`src/rtl/hdx_pkg.sv`:
```
// Shared types, constants and helpers for the half-duplex serializer.
// HDX_PARITY_EN adds an even-parity bit between the payload and the stop bit.
package hdx_pkg;

    typedef enum logic [2:0] {
        IDLE   = 3'd0,
        START  = 3'd1,
        DATA   = 3'd2,
        PARITY = 3'd3,
        STOP   = 3'd4,
        GUARD  = 3'd5
    } hdx_state_e;

    localparam int HDX_DATA_W = 8;
    // Widest payload the parity helper can fold.
    localparam int HDX_MAX_W  = 64;

`ifdef HDX_PARITY_EN
    localparam int HDX_OVERHEAD_BITS = 3;
`else
    localparam int HDX_OVERHEAD_BITS = 2;
`endif

    function automatic int frame_bits(input int data_w);
        return data_w + HDX_OVERHEAD_BITS;
    endfunction

    localparam int FRAME_BITS = frame_bits(HDX_DATA_W);

    function automatic logic even_parity(input logic [HDX_MAX_W-1:0] d);
        return ^d;
    endfunction

endpackage

```
`src/rtl/hdx_bit_timer.sv`:
```
// Free-running cycle counter: bit_end_o pulses on the last cycle of every len_i-cycle period.
// restart_i zeroes the count so a period always aligns with the FSM's state entry.
module hdx_bit_timer #(
    parameter int CNT_W = 3
) (
    input  logic             clk,
    input  logic             rst,
    input  logic             restart_i,
    input  logic [CNT_W-1:0] len_i,
    output logic             bit_end_o
);

    logic [CNT_W-1:0] cnt_q, cnt_d;

    assign bit_end_o = (cnt_q == (len_i - CNT_W'(1)));

    always_comb begin
        cnt_d = cnt_q + CNT_W'(1);
        if (restart_i || bit_end_o) begin
            cnt_d = '0;
        end
    end

    always_ff @(posedge clk) begin
        if (rst) begin
            cnt_q <= '0;
        end else begin
            cnt_q <= cnt_d;
        end
    end

endmodule

```
`src/rtl/half_duplex_tx.sv`:
```
// Frame serializer feeding a single-bit tristate driver: start, LSB-first payload, stop, then a released guard gap.
// Optional even-parity bit enabled by defining HDX_PARITY_EN.
module half_duplex_tx
    import hdx_pkg::*;
#(
    parameter int DATA_W    = HDX_DATA_W,
    parameter int BIT_CYC   = 4,
    parameter int GUARD_CYC = 2
) (
    input  logic              clk,
    input  logic              rst,
    input  logic              tx_valid,
    input  logic [DATA_W-1:0] tx_data,
    output logic              tx_ready,
    output logic              bus_d,
    output logic              bus_oe,
    output logic              busy,
    output logic              done
);

    localparam int CNT_MAX = (BIT_CYC > GUARD_CYC) ? BIT_CYC : GUARD_CYC;
    localparam int CNT_W   = $clog2(CNT_MAX) + 1;
    localparam int IDX_W   = $clog2(DATA_W) + 1;

    hdx_state_e        state_q, state_d;
    logic [DATA_W-1:0] shift_q, shift_d;
    logic [IDX_W-1:0]  idx_q, idx_d;
    logic              bus_oe_q, bus_oe_d;
    logic              bus_d_q, bus_d_d;
    logic              busy_q, busy_d;
    logic              done_q, done_d;
    logic              bit_end;
    logic              restart;
    logic [CNT_W-1:0]  period;

`ifdef HDX_PARITY_EN
    logic                 par_q, par_d;
    logic [HDX_MAX_W-1:0] par_in;

    always_comb begin
        par_in             = '0;
        par_in[DATA_W-1:0] = tx_data;
    end
`endif

    // The timer is shared: bit periods while driving, guard length while released.
    assign period  = (state_q == GUARD) ? CNT_W'(GUARD_CYC) : CNT_W'(BIT_CYC);
    assign restart = (state_d != state_q);

    hdx_bit_timer #(
        .CNT_W(CNT_W)
    ) u_timer (
        .clk       (clk),
        .rst       (rst),
        .restart_i (restart),
        .len_i     (period),
        .bit_end_o (bit_end)
    );

    always_comb begin
        state_d = state_q;
        shift_d = shift_q;
        idx_d   = idx_q;
        done_d  = 1'b0;
`ifdef HDX_PARITY_EN
        par_d   = par_q;
`endif
        case (state_q)
            IDLE: begin
                if (tx_valid) begin
                    state_d = START;
                    shift_d = tx_data;
                    idx_d   = '0;
`ifdef HDX_PARITY_EN
                    par_d   = even_parity(par_in);
`endif
                end
            end
            START: begin
                if (bit_end) state_d = DATA;
            end
            DATA: begin
                if (bit_end) begin
                    shift_d = shift_q >> 1;
                    idx_d   = idx_q + IDX_W'(1);
                    if (idx_q == IDX_W'(DATA_W - 1)) begin
`ifdef HDX_PARITY_EN
                        state_d = PARITY;
`else
                        state_d = STOP;
`endif
                    end
                end
            end
`ifdef HDX_PARITY_EN
            PARITY: begin
                if (bit_end) state_d = STOP;
            end
`endif
            STOP: begin
                if (bit_end) state_d = GUARD;
            end
            GUARD: begin
                if (bit_end) begin
                    state_d = IDLE;
                    done_d  = 1'b1;
                end
            end
            default: state_d = IDLE;
        endcase

        // Outputs are decoded from the next state so they land in registers on the same edge.
        busy_d   = (state_d != IDLE);
        bus_oe_d = (state_d != IDLE) && (state_d != GUARD);
        bus_d_d  = 1'b1;
        case (state_d)
            START:   bus_d_d = 1'b0;
            DATA:    bus_d_d = shift_d[0];
`ifdef HDX_PARITY_EN
            PARITY:  bus_d_d = par_d;
`endif
            default: bus_d_d = 1'b1;
        endcase
    end

    always_ff @(posedge clk) begin
        if (rst) begin
            state_q  <= IDLE;
            shift_q  <= '0;
            idx_q    <= '0;
            bus_oe_q <= 1'b0;
            bus_d_q  <= 1'b1;
            busy_q   <= 1'b0;
            done_q   <= 1'b0;
`ifdef HDX_PARITY_EN
            par_q    <= 1'b0;
`endif
        end else begin
            state_q  <= state_d;
            shift_q  <= shift_d;
            idx_q    <= idx_d;
            bus_oe_q <= bus_oe_d;
            bus_d_q  <= bus_d_d;
            busy_q   <= busy_d;
            done_q   <= done_d;
`ifdef HDX_PARITY_EN
            par_q    <= par_d;
`endif
        end
    end

    assign tx_ready = ~busy_q;
    assign bus_oe   = bus_oe_q;
    assign bus_d    = bus_d_q;
    assign busy     = busy_q;
    assign done     = done_q;

endmodule

```
`config.mk`:
```
export PLATFORM = sky130hd
export DESIGN_NAME = half_duplex_tx
export DESIGN_NICKNAME = d
export VERILOG_FILES = /design/src/rtl/hdx_pkg.sv /design/src/rtl/hdx_bit_timer.sv /design/src/rtl/half_duplex_tx.sv
export SDC_FILE = /design/constraint.sdc
export NUM_CORES = 1
export LEC_CHECK = 0
export CORE_MARGIN = 1
export CORE_UTILIZATION = 45
export CTS_CLUSTER_SIZE = 30
export DETAILED_ROUTE_END_ITERATION = 16
export HOLD_SLACK_MARGIN = 0.03
export PLACE_DENSITY = 0.68
export SYNTH_ARGS = -nofsm -noshare
export SYNTH_HDL_FRONTEND = slang
export SYNTH_HIERARCHICAL = 1
export SYNTH_SLANG_ARGS = --single-unit
```
`constraint.sdc`:
```
create_clock -name clk -period 8 [get_ports clk]
set_input_delay 2.4 -clock clk [delete_from_list [all_inputs] [get_ports clk]]
set_output_delay 2.4 -clock clk [all_outputs]
set_load 0.005 [all_outputs]
```
Yosys cells after proc, flatten, opt, wreduce, memory -nomap -nowiden

Index checks and enable logic that the tools add are counted.

Bits in latches: 0
Bits in read-only memories: 0
Memory bits (writable): 0
Register bits after elaboration: 22
Output and inout bits: 5
Memories kept: 0
Word-level logic and storage cells: 50

Order comparisons: 0
Add/subtract/negate cells: 3
Shift-type cells: 0
Eq/ne operators: 12
Mux-type cells: 16
Reduce and logical (&&, ||, !) cells: 8
Multiply operators: 0
Div/mod/pow operators: 0
Bitwise logic cells: 2

Operators with widths:

| kind                                                   | count |
|---|---|
| two-way mux 3 bit                                      | 7 |
| two-way mux 8 bit                                      | 2 |
| one-hot mux 8 bit (2 select lines)                     | 1 |
| one-hot mux 3 bit (5 select lines)                     | 1 |
| two-way mux 4 bit                                      | 2 |
| one-hot mux 4 bit (2 select lines)                     | 1 |
| equality test 3 x 1 -> 1 bit (second input constant)   | 2 |
| equality test 3 x 2 -> 1 bit (second input constant)   | 2 |
| equality test 3 bit (second input constant)            | 2 |
| adder 4 x 1 -> 4 bit (second input constant)           | 1 |
| equality test 4 x 3 -> 1 bit (second input constant)   | 1 |
| OR reduction 2 bit                                     | 2 |
| adder 3 x 1 -> 3 bit (second input constant)           | 1 |
| equality test 3 bit                                    | 1 |
| logical NOT 3 bit                                      | 1 |
| inequality test 3 bit                                  | 1 |
| inequality test 3 bit (second input constant)          | 1 |
| AND reduction 3 bit                                    | 1 |
| nonzero test 3 bit                                     | 1 |
| subtractor 3 x 1 -> 3 bit (second input constant)      | 1 |
| inequality test 2 x 1 -> 1 bit (second input constant) | 1 |
| inequality test 2 bit (second input constant)          | 1 |
| inverter 1 bit                                         | 2 |
| one-hot mux 1 bit (2 select lines)                     | 1 |
| other kinds (4)                                        | 4 |

Logic depth before layout (Yosys ltp)

Gate-level depths: netlist (run 1).

Depth after elaboration: 9
Gate-level depth with buffers: 14
Mapped depth without buffers: 12

Cells and area by module

Netlist (run 1), hierarchy kept.

Modules (own cells, without submodules):

| module         | area each (um^2) | cells an instance | times used |
|---|---|---|---|
| half_duplex_tx | 943.4            | 103               | 1 |
| hdx_bit_timer  | 186.4            | 17                | 1 |

Worst setup path before layout (run 1)

Ideal clock, no wire load.

Kind: input to register
Start point: in tx_valid
End point: reg u_timer.cnt_q[0]
Stages: 4
Arrival time: 3.088 ns
Path slack: 4.821 ns
Buffers on the path: 0
Cell sequence: mux2i_1 a21oi_1 or2_2 a311oi_1

Longest elaborated chain between the ends: 5

Ends and longest elaborated chain:

| element                             | line                 | source |
|---|---|---|
| start, declared                     | half_duplex_tx.sv:12 | `input logic tx_valid,` |
| two-way mux 3 bit                   | half_duplex_tx.sv:70 | `if (tx_valid) begin` |
| one-hot mux 3 bit (5 select lines)  | half_duplex_tx.sv:68 | `case (state_q)` |
| inequality test 3 bit               | half_duplex_tx.sv:48 | `assign restart = (state_d != state_q);` |
| named net restart                   | half_duplex_tx.sv:33 | `logic restart;` |
| logical OR 1 bit                    | hdx_bit_timer.sv:19  | `if (restart_i \|\| bit_end_o) begin` |
| OR reduction 2 bit (no source line) | n/a                  |  |
| end signal, assigned                | hdx_bit_timer.sv:28  | `cnt_q <= cnt_d;` |
| end, declared                       | hdx_bit_timer.sv:13  | `logic [CNT_W-1:0] cnt_q, cnt_d;` |

The timed path passes the listed nets, and every way through them passes these cells.
A chain may end at the register's enable or synchronous reset.

Worst setup path in the final report (run 1)

Start point: in tx_valid
End point: reg shift_q[5]

Longest elaborated chain between the ends: 2

Ends and longest elaborated chain:

| element                                | line                  | source |
|---|---|---|
| inequality test 2 bit (no source line) | n/a                   |  |
| AND reduction 3 bit (no source line)   | n/a                   |  |
| end signal, assigned                   | half_duplex_tx.sv:140 | `shift_q <= shift_d;` |
| end, declared                          | half_duplex_tx.sv:26  | `logic [DATA_W-1:0] shift_q, shift_d;` |

Every way passes these cells.

==> flow_results.xml, run 1 <==
<?xml version="1.0" encoding="UTF-8"?>
<metrics>
  <group name="status">
    <metric name="status" unit="">complete, no violations</metric>
  </group>
  <group name="critical_path">
    <metric name="crit_required" unit="ns">8.18</metric>
    <metric name="ff2ff_path_depth" unit="">11</metric>
    <metric name="end_kind" unit="">register</metric>
    <metric name="worst_reg_to_reg_setup_slack" unit="ns">4.65</metric>
    <metric name="origin_of_the_critical_flop_to_flop_path" unit="">state_q[2]$_SDFF_PP0_</metric>
    <metric name="timing.critical_path.fanout_max" unit="">13</metric>
    <metric name="worst-setup-path-type" unit="">in2reg</metric>
    <metric name="crit_arrival" unit="ns">4.04</metric>
    <metric name="r2r_end" unit="">shift_q[5]$_SDFFE_PP0P_</metric>
    <metric name="start_kind" unit="">input pin</metric>
  </group>
  <group name="timing">
    <metric name="unrepaired_setup_endpoints_after_global_routing" unit="">no</metric>
    <metric name="fin_crit_sh" unit="%">48.3</metric>
    <metric name="final-setup-viol-count" unit="">0</metric>
    <metric name="maxClockFrequency" unit="MHz">259</metric>
    <metric name="relSlewSlack" unit="%">48.8</metric>
    <metric name="timing.setup.tns" unit="ns">0</metric>
    <metric name="period_minus_slack" unit="ns">3.86</metric>
    <metric name="worst-slew-pin-transition" unit="ns">0.765</metric>
    <metric name="final-max-slew-violation-count" unit="">0</metric>
    <metric name="finClkSkew" unit="ns">0.00292</metric>
    <metric name="final_hold_viol_count" unit="">0</metric>
  </group>
  <group name="power">
    <metric name="power.leakage" unit="nW">0.498</metric>
    <metric name="irDropWorstVdd" unit="V">0.000157</metric>
    <metric name="cellPowerDensity" unit="nW/um^2">185</metric>
  </group>
  <group name="synth">
    <metric name="synthCells" unit="">120</metric>
    <metric name="yosys_register_bits" unit="">22</metric>
    <metric name="synthDominantAreaCellType" unit="">sky130_fd_sc_hd__dfxtp_1</metric>
    <metric name="syn_area" unit="um^2">1130</metric>
    <metric name="synth_top_area_share" unit="%">39.0</metric>
    <metric name="yosys.area_share.xor_xnor" unit="%">7.53</metric>
    <metric name="ys_top_cells_by_area" unit="">sky130_fd_sc_hd__dfxtp_1 39%, sky130_fd_sc_hd__a21oi_1 6.2%, sky130_fd_sc_hd__a22oi_1 4.0%</metric>
    <metric name="synthMuxAreaShare" unit="%">2.66</metric>
    <metric name="synthMostInstantiatedCell" unit="">sky130_fd_sc_hd__dfxtp_1</metric>
    <metric name="seq_area_frac_synth" unit="%">39.0</metric>
    <metric name="main_combinational_cell_family_by_area_after_synthesis" unit="">simple AND/OR/NAND/NOR gates</metric>
    <metric name="synth-async-reset-ratio" unit="%">0</metric>
    <metric name="avgSynthCellArea" unit="um^2">9.42</metric>
    <metric name="synth.distinct_cells" unit="">36</metric>
    <metric name="synth_compound_gate_area_share" unit="%">16.6</metric>
    <metric name="synth-simple-area-share" unit="%">22.8</metric>
    <metric name="synth_edf_count" unit="">0</metric>
    <metric name="post_synth_most_frequent_cells" unit="">22 x sky130_fd_sc_hd__dfxtp_1, 14 x sky130_fd_sc_hd__a21oi_1, 9 x sky130_fd_sc_hd__nand2_1, 9 x sky130_fd_sc_hd__nor2_1</metric>
    <metric name="synth-warning-count" unit="">6</metric>
    <metric name="post_synth_fa_ha_maj_area_fraction" unit="%">3.32</metric>
    <metric name="synth-main-ff-cell" unit="">sky130_fd_sc_hd__dfxtp_1</metric>
  </group>
  <group name="clock_tree">
    <metric name="post_cts.resized_instances" unit="">0</metric>
    <metric name="cts.hold.buffers_added" unit="">0</metric>
    <metric name="cts_max_path_buffers" unit="">2</metric>
    <metric name="tritoncts" unit="">done</metric>
    <metric name="ctsHtreeMaxLevel" unit="">1</metric>
    <metric name="worst_skew_pair.late_latency" unit="ns">0.31</metric>
    <metric name="cts.repair_timing.setup_buffer_count" unit="">0</metric>
    <metric name="clock-root-buffer" unit="">sky130_fd_sc_hd__clkbuf_4</metric>
    <metric name="numCtsBuffers" unit="">3</metric>
    <metric name="worst_setup_hold_path_clk_slew" unit="ns">0.12</metric>
    <metric name="clock_sink_count" unit="">22</metric>
  </group>
  <group name="final_layout">
    <metric name="area_taken_by_multi_input_logic_gates" unit="um^2">606</metric>
    <metric name="fin_cells" unit="">160</metric>
    <metric name="drive_above_1_share" unit="%">9.85</metric>
    <metric name="num_antenna_cells" unit="">0</metric>
    <metric name="regArea" unit="um^2">440</metric>
    <metric name="num-fill-cells" unit="">212</metric>
    <metric name="final_net_count" unit="">147</metric>
    <metric name="area_growth" unit="%">15.6</metric>
  </group>
  <group name="detailed_routing">
    <metric name="wl_per_cell" unit="um">11.5</metric>
    <metric name="detail-route-antenna-nets" unit="">0</metric>
    <metric name="dr_total_vias" unit="">859</metric>
    <metric name="post_drt_via_cell_ratio" unit="">5.37</metric>
    <metric name="drtIter0Drc" unit="">10</metric>
    <metric name="total_length_of_routed_wires" unit="um">1840</metric>
    <metric name="drc" unit="">0</metric>
    <metric name="drt_pre_antenna_iters" unit="">4</metric>
  </group>
  <group name="job">
    <metric name="cap_violations" unit="">0</metric>
  </group>
  <group name="hold_path">
    <metric name="worst_hold_startpoint" unit="">shift_q[4]$_SDFFE_PP0P_</metric>
    <metric name="worstHoldPathCells" unit="">2</metric>
    <metric name="hold_path_end" unit="">shift_q[4]$_SDFFE_PP0P_</metric>
    <metric name="hold_class" unit="">reg2reg</metric>
  </group>
  <group name="global_route">
    <metric name="grt_util_all_layers" unit="%">15.5</metric>
    <metric name="grt_pass1_wl" unit="um">3000</metric>
    <metric name="pin_count_of_the_biggest_net_entering_global_routing" unit="">20</metric>
    <metric name="grt_overflow_total" unit="">0</metric>
    <metric name="first_global_vias" unit="">717</metric>
    <metric name="grt_antenna_before_repair" unit="">0</metric>
  </group>
  <group name="floorplan">
    <metric name="core_area" unit="um^2">2300</metric>
    <metric name="pin_count" unit="">16</metric>
    <metric name="chipWidth" unit="um">52.1</metric>
    <metric name="effective_utilization_at_floorplan" unit="%">49.2</metric>
    <metric name="placement_rows" unit="">17</metric>
    <metric name="dieArea" unit="um^2">2710</metric>
    <metric name="die_height" unit="um">52.1</metric>
  </group>
  <group name="place">
    <metric name="hpwl_detailed" unit="um">1300</metric>
    <metric name="buffer_ports.inserted" unit="">15</metric>
    <metric name="gpl.final_weighted_congestion" unit="">0.778</metric>
    <metric name="placedCellCount" unit="">156</metric>
  </group>
</metrics>
-- worst max-delay path by stage --
stage	from	to	slack, ns
floorplan	tx_valid	u_timer/cnt_q[0]$_SDFF_PP0_	4.82
global placement	tx_valid	shift_q[6]$_SDFFE_PP0P_	3.82
detailed placement	tx_valid	shift_q[5]$_SDFFE_PP0P_	3.78
CTS	tx_valid	shift_q[5]$_SDFFE_PP0P_	4.14
global route	tx_valid	shift_q[5]$_SDFFE_PP0P_	4.04
finish	tx_valid	shift_q[5]$_SDFFE_PP0P_	4.14
-- cells in the final DEF, fill, tap and decap left out, drive strengths merged, types with 5 or more instances in the layout --
cell           synthesis  routed
a21oi                 14      14
inv                    6       6
clkdlybuf4s50          0      15
a22oi                  6       6
dfxtp                 22      22
nand2                  9       9
nor3                   8       8
nor2                   9       9
xor2                   5       5
-- worst max-delay path, stage by stage --
cell                              delay (ns)
sky130_fd_sc_hd__clkdlybuf4s50_1        0.58
sky130_fd_sc_hd__nor4b_4                0.62
sky130_fd_sc_hd__nor2_1                 0.23
sky130_fd_sc_hd__nand2_1                0.13
sky130_fd_sc_hd__a21oi_1                0.07
-- metrics by stage --
| stage | worst slack [ns] | hold WS [ns] | util, % | area, um^2 | power (W) |
|---|---|---|---|---|---|
| global route | 4.04 | 0.487 | 56.9 | 1310 | 0.000256 |
| floorplan | 4.82 | 0.436 | - | 1130 | 0.000148 |
| detailed placement | 3.78 | 0.452 | 54.6 | 1250 | 0.000159 |
| CTS | 4.14 | 0.470 | 56.9 | 1310 | 0.000245 |
| global placement | 3.82 | 0.448 | 54.6 | 1250 | 0.000158 |
| finish | 4.14 | 0.463 | 56.9 | 1310 | 0.000241 |
-- layout make-up --
| class | instances | share of cell area [%] |
|---|---|---|
| clock inverters | 1 | 2.30 |
| repair buffers | 15 | 11.5 |
| inverters | 6 | 1.72 |
| clock buffers | 3 | 1.72 |
| flip-flops and latches | 22 | 33.7 |
| well taps | 28 | 2.68 |
| multi-input cells | 85 | 46.4 |
-- routing by layer --
metal  part of all wire, %  global-route usage (%)
met5                     0                       0
met3                   3.9                    5.26
met1                    45                    16.5
met4                  0.87                    5.41
met2                    50                    27.8
-- where the power goes --
group,internal [W],switching (W)
clock network,0.0000506,0.0000344
registers,0.000116,0.00000596
logic,0.0000185,0.0000163
total,0.000185,0.0000566
-- cell families after synthesis --
kind of cell | after synthesis
mux | 3
compound gates | 29
xor+xnor | 8
flops | 22
buf+inv | 14
fa+ha+maj | 3
other cells | 1
simple gates | 40
-- flip-flops by register name, summed over array words and instances (netlist names) --
name / flops
idx_q: 4
done: 1
shift_q: 8
bus_d: 1
u_timer/cnt_q: 3
bus_oe: 1
busy: 1
state_q: 3
Power figures use the tool's default switching activity.
==> run 2: changes to the inputs <==
Clock period 8 ns to 3.59 ns, I/O delays scaled along.
==> run 2 against run 1 <==
Against the previous run:
- sequential share of layout area stayed put
- total power is 94% higher
- sequential cell count stayed put
- clock power is 32% higher
- count of clock-buffer cells in the layout stayed put
- critical path depth is 7 higher
- highest routed layer unchanged
- first-iteration DRC count is 20% higher
- utilization stayed put
- worst hold slack better by 0.0015 ns
==> flow_results.xml, run 2 (synthesis gave the netlist of run 1 again) <==
<?xml version="1.0" encoding="UTF-8"?>
<metrics>
  <group name="critical_path">
    <metric name="origin_of_the_critical_flop_to_flop_path" unit="">state_q[2]$_SDFF_PP0_</metric>
    <metric name="cpLargestDelayFamily" unit="">simple AND/OR/NAND/NOR gates</metric>
    <metric name="end_kind" unit="">register</metric>
    <metric name="worst-setup-path-type" unit="">reg2reg</metric>
    <metric name="timing.critical_path.fanout_max" unit="">10</metric>
    <metric name="critPathSlowestCell" unit="">sky130_fd_sc_hd__dfxtp_1</metric>
    <metric name="cp_cell_sequence" unit="">nor2b_1, nand2_1, inv_1, inv_1, ha_1, xnor3_2, and3_2, and4b_1, mux2i_1, a21oi_1, or2_2, a311oi_1</metric>
    <metric name="cp_num_buf_inv" unit="">2</metric>
    <metric name="slowest_delay" unit="ns">0.61</metric>
    <metric name="crit_arrival" unit="ns">3.36</metric>
    <metric name="critical_path_most_common_cell" unit="">sky130_fd_sc_hd__inv_1</metric>
    <metric name="critical_path.startpoint" unit="">state_q[2]$_SDFF_PP0_</metric>
    <metric name="start_kind" unit="">register</metric>
    <metric name="crit_required" unit="ns">3.80</metric>
  </group>
  <group name="global_route">
    <metric name="pin_count_of_the_biggest_net_entering_global_routing" unit="">15</metric>
    <metric name="first_global_vias" unit="">827</metric>
    <metric name="grt_util_all_layers" unit="%">17.8</metric>
    <metric name="grt_overflow_total" unit="">0</metric>
    <metric name="grt_antenna_before_repair" unit="">0</metric>
    <metric name="grt_pass1_wl" unit="um">3490</metric>
  </group>
  <group name="clock_tree">
    <metric name="post_cts.resized_instances" unit="">0</metric>
    <metric name="cts.repair_timing.setup_buffer_count" unit="">0</metric>
    <metric name="cts.hold.buffers_added" unit="">0</metric>
    <metric name="tritoncts" unit="">done</metric>
    <metric name="cts_max_path_buffers" unit="">2</metric>
    <metric name="worst_setup_hold_path_clk_slew" unit="ns">0.12</metric>
    <metric name="clock_sink_count" unit="">22</metric>
    <metric name="clock-root-buffer" unit="">sky130_fd_sc_hd__clkbuf_4</metric>
    <metric name="worst_skew_pair.late_latency" unit="ns">0.31</metric>
    <metric name="numCtsBuffers" unit="">3</metric>
    <metric name="ctsHtreeMaxLevel" unit="">1</metric>
  </group>
  <group name="detailed_routing">
    <metric name="wl_per_cell" unit="um">12.4</metric>
    <metric name="detail-route-antenna-nets" unit="">0</metric>
    <metric name="dr_total_vias" unit="">900</metric>
    <metric name="drt_pre_antenna_iters" unit="">4</metric>
    <metric name="total_length_of_routed_wires" unit="um">2030</metric>
    <metric name="post_drt_via_cell_ratio" unit="">5.52</metric>
    <metric name="drtIter0Drc" unit="">12</metric>
    <metric name="drc" unit="">0</metric>
  </group>
  <group name="final_layout">
    <metric name="largest_reg_flops" unit="">8</metric>
    <metric name="top_regs" unit="">shift_q x8, idx_q x4</metric>
    <metric name="finished_layout_cell_area" unit="um^2">1310</metric>
    <metric name="final_net_count" unit="">151</metric>
    <metric name="area_growth" unit="%">15.6</metric>
    <metric name="most-common-layout-cells" unit="">22 x sky130_fd_sc_hd__dfxtp_1, 15 x sky130_fd_sc_hd__clkdlybuf4s50_1, 14 x sky130_fd_sc_hd__a21oi_1</metric>
    <metric name="num-fill-cells" unit="">211</metric>
    <metric name="regArea" unit="um^2">440</metric>
    <metric name="num_antenna_cells" unit="">0</metric>
    <metric name="layout.cells.most_common" unit="">sky130_fd_sc_hd__dfxtp_1</metric>
    <metric name="drive_above_1_share" unit="%">11.9</metric>
    <metric name="largest-register" unit="">shift_q</metric>
    <metric name="area_taken_by_multi_input_logic_gates" unit="um^2">606</metric>
  </group>
  <group name="power">
    <metric name="cellPowerDensity" unit="nW/um^2">358</metric>
    <metric name="total_power" unit="W">0.000467</metric>
    <metric name="irDropWorstVdd" unit="V">0.000214</metric>
    <metric name="power.leakage" unit="nW">0.504</metric>
  </group>
  <group name="place">
    <metric name="placement.cell_area" unit="um^2">1280</metric>
    <metric name="buffer_ports.inserted" unit="">15</metric>
    <metric name="pre_cts_ws" unit="ns">0.478</metric>
    <metric name="hpwl_detailed" unit="um">1470</metric>
    <metric name="gpl.final_weighted_congestion" unit="">0.833</metric>
  </group>
  <group name="floorplan">
    <metric name="core_area" unit="um^2">2300</metric>
    <metric name="pin_count" unit="">16</metric>
    <metric name="chipWidth" unit="um">52.1</metric>
    <metric name="placement_rows" unit="">17</metric>
    <metric name="die_height" unit="um">52.1</metric>
    <metric name="effective_utilization_at_floorplan" unit="%">49.2</metric>
    <metric name="dieArea" unit="um^2">2710</metric>
  </group>
  <group name="timing">
    <metric name="unrepaired_setup_endpoints_after_global_routing" unit="">no</metric>
    <metric name="finClkSkew" unit="ns">0.00584</metric>
    <metric name="worst-slew-pin-transition" unit="ns">0.499</metric>
    <metric name="period_minus_slack" unit="ns">3.14</metric>
    <metric name="final_hold_viol_count" unit="">0</metric>
    <metric name="relSlewSlack" unit="%">66.7</metric>
    <metric name="fin_crit_sh" unit="%">87.6</metric>
    <metric name="timing.setup.tns" unit="ns">0</metric>
    <metric name="setup_slack" unit="ns">0.446</metric>
    <metric name="final-max-slew-violation-count" unit="">0</metric>
    <metric name="final-setup-viol-count" unit="">0</metric>
    <metric name="maxClockFrequency" unit="MHz">318</metric>
  </group>
  <group name="job">
    <metric name="cap_violations" unit="">0</metric>
  </group>
  <group name="hold_path">
    <metric name="worst_hold_startpoint" unit="">shift_q[3]$_SDFFE_PP0P_</metric>
    <metric name="hold_class" unit="">reg2reg</metric>
  </group>
  <group name="status">
    <metric name="status" unit="">complete, no violations</metric>
  </group>
</metrics>
-- run 2: layout make-up --
cell class,count,share of cell area [%]
timing repair buffer,19,13.8
sequential,22,33.7
inverter,6,1.72
clock buffer,3,1.72
multi-input combinational,85,46.4
tap,28,2.68
-- run 2: worst register-to-register path, cell delays in order, from the launching register on --
cell and delay [ns]:
sky130_fd_sc_hd__dfxtp_1 0.61, sky130_fd_sc_hd__nor2b_1 0.30, sky130_fd_sc_hd__nand2_1 0.11, sky130_fd_sc_hd__inv_1 0.07, sky130_fd_sc_hd__inv_1 0.04, sky130_fd_sc_hd__ha_1 0.19, sky130_fd_sc_hd__xnor3_2 0.39, sky130_fd_sc_hd__and3_2 0.29
sky130_fd_sc_hd__and4b_1 0.24, sky130_fd_sc_hd__mux2i_1 0.14, sky130_fd_sc_hd__a21oi_1 0.07, sky130_fd_sc_hd__or2_2 0.33, sky130_fd_sc_hd__a311oi_1 0.28
-- run 2: layer usage --
| layer | up-vias | share of wire, % | track usage, % | routed length (um) |
|---|---|---|---|---|
| met5 | - | 0 | 0 | 0 |
| met2 | 16 | 48 | 30.8 | 977 |
| met3 | 7 | 2.6 | 2.63 | 52 |
| met4 | 0 | 3.4 | 12.2 | 70 |
| li1 | 455 | - | - | - |
| met1 | 422 | 46 | 19.7 | 929 |
-- run 2: power by group --
| part | internal [W] | leakage, nW | switching (W) |
|---|---|---|---|
| Clock | 0.0000392 | 0.0138 | 0.0000728 |
| Sequential | 0.000258 | 0.180 | 0.00000841 |
| Combinational | 0.0000449 | 0.310 | 0.0000443 |
-- run 2: path summary, 6_finish.rpt --
| kind | to | slack (ns) | depth (start not counted) |
|---|---|---|---|
| setup / recovery | u_timer/cnt_q[1]$_SDFF_PP0_ | 0.45 | 12 |
| hold / removal | shift_q[3]$_SDFFE_PP0P_ | 0.46 | 2 |
| setup reg to reg | u_timer/cnt_q[1]$_SDFF_PP0_ | 0.45 | 12 |
| hold reg to reg | shift_q[3]$_SDFFE_PP0P_ | 0.46 | 2 |
-- run 2: stage by stage --
step	hold slack [ns]	util, %	cells
finish	0.465	56.9	163
global route	0.499	56.9	163
CTS	0.469	56.9	163
detailed placement	0.452	55.9	160
global placement	0.445	55.9	160
floorplan	0.436	-	121
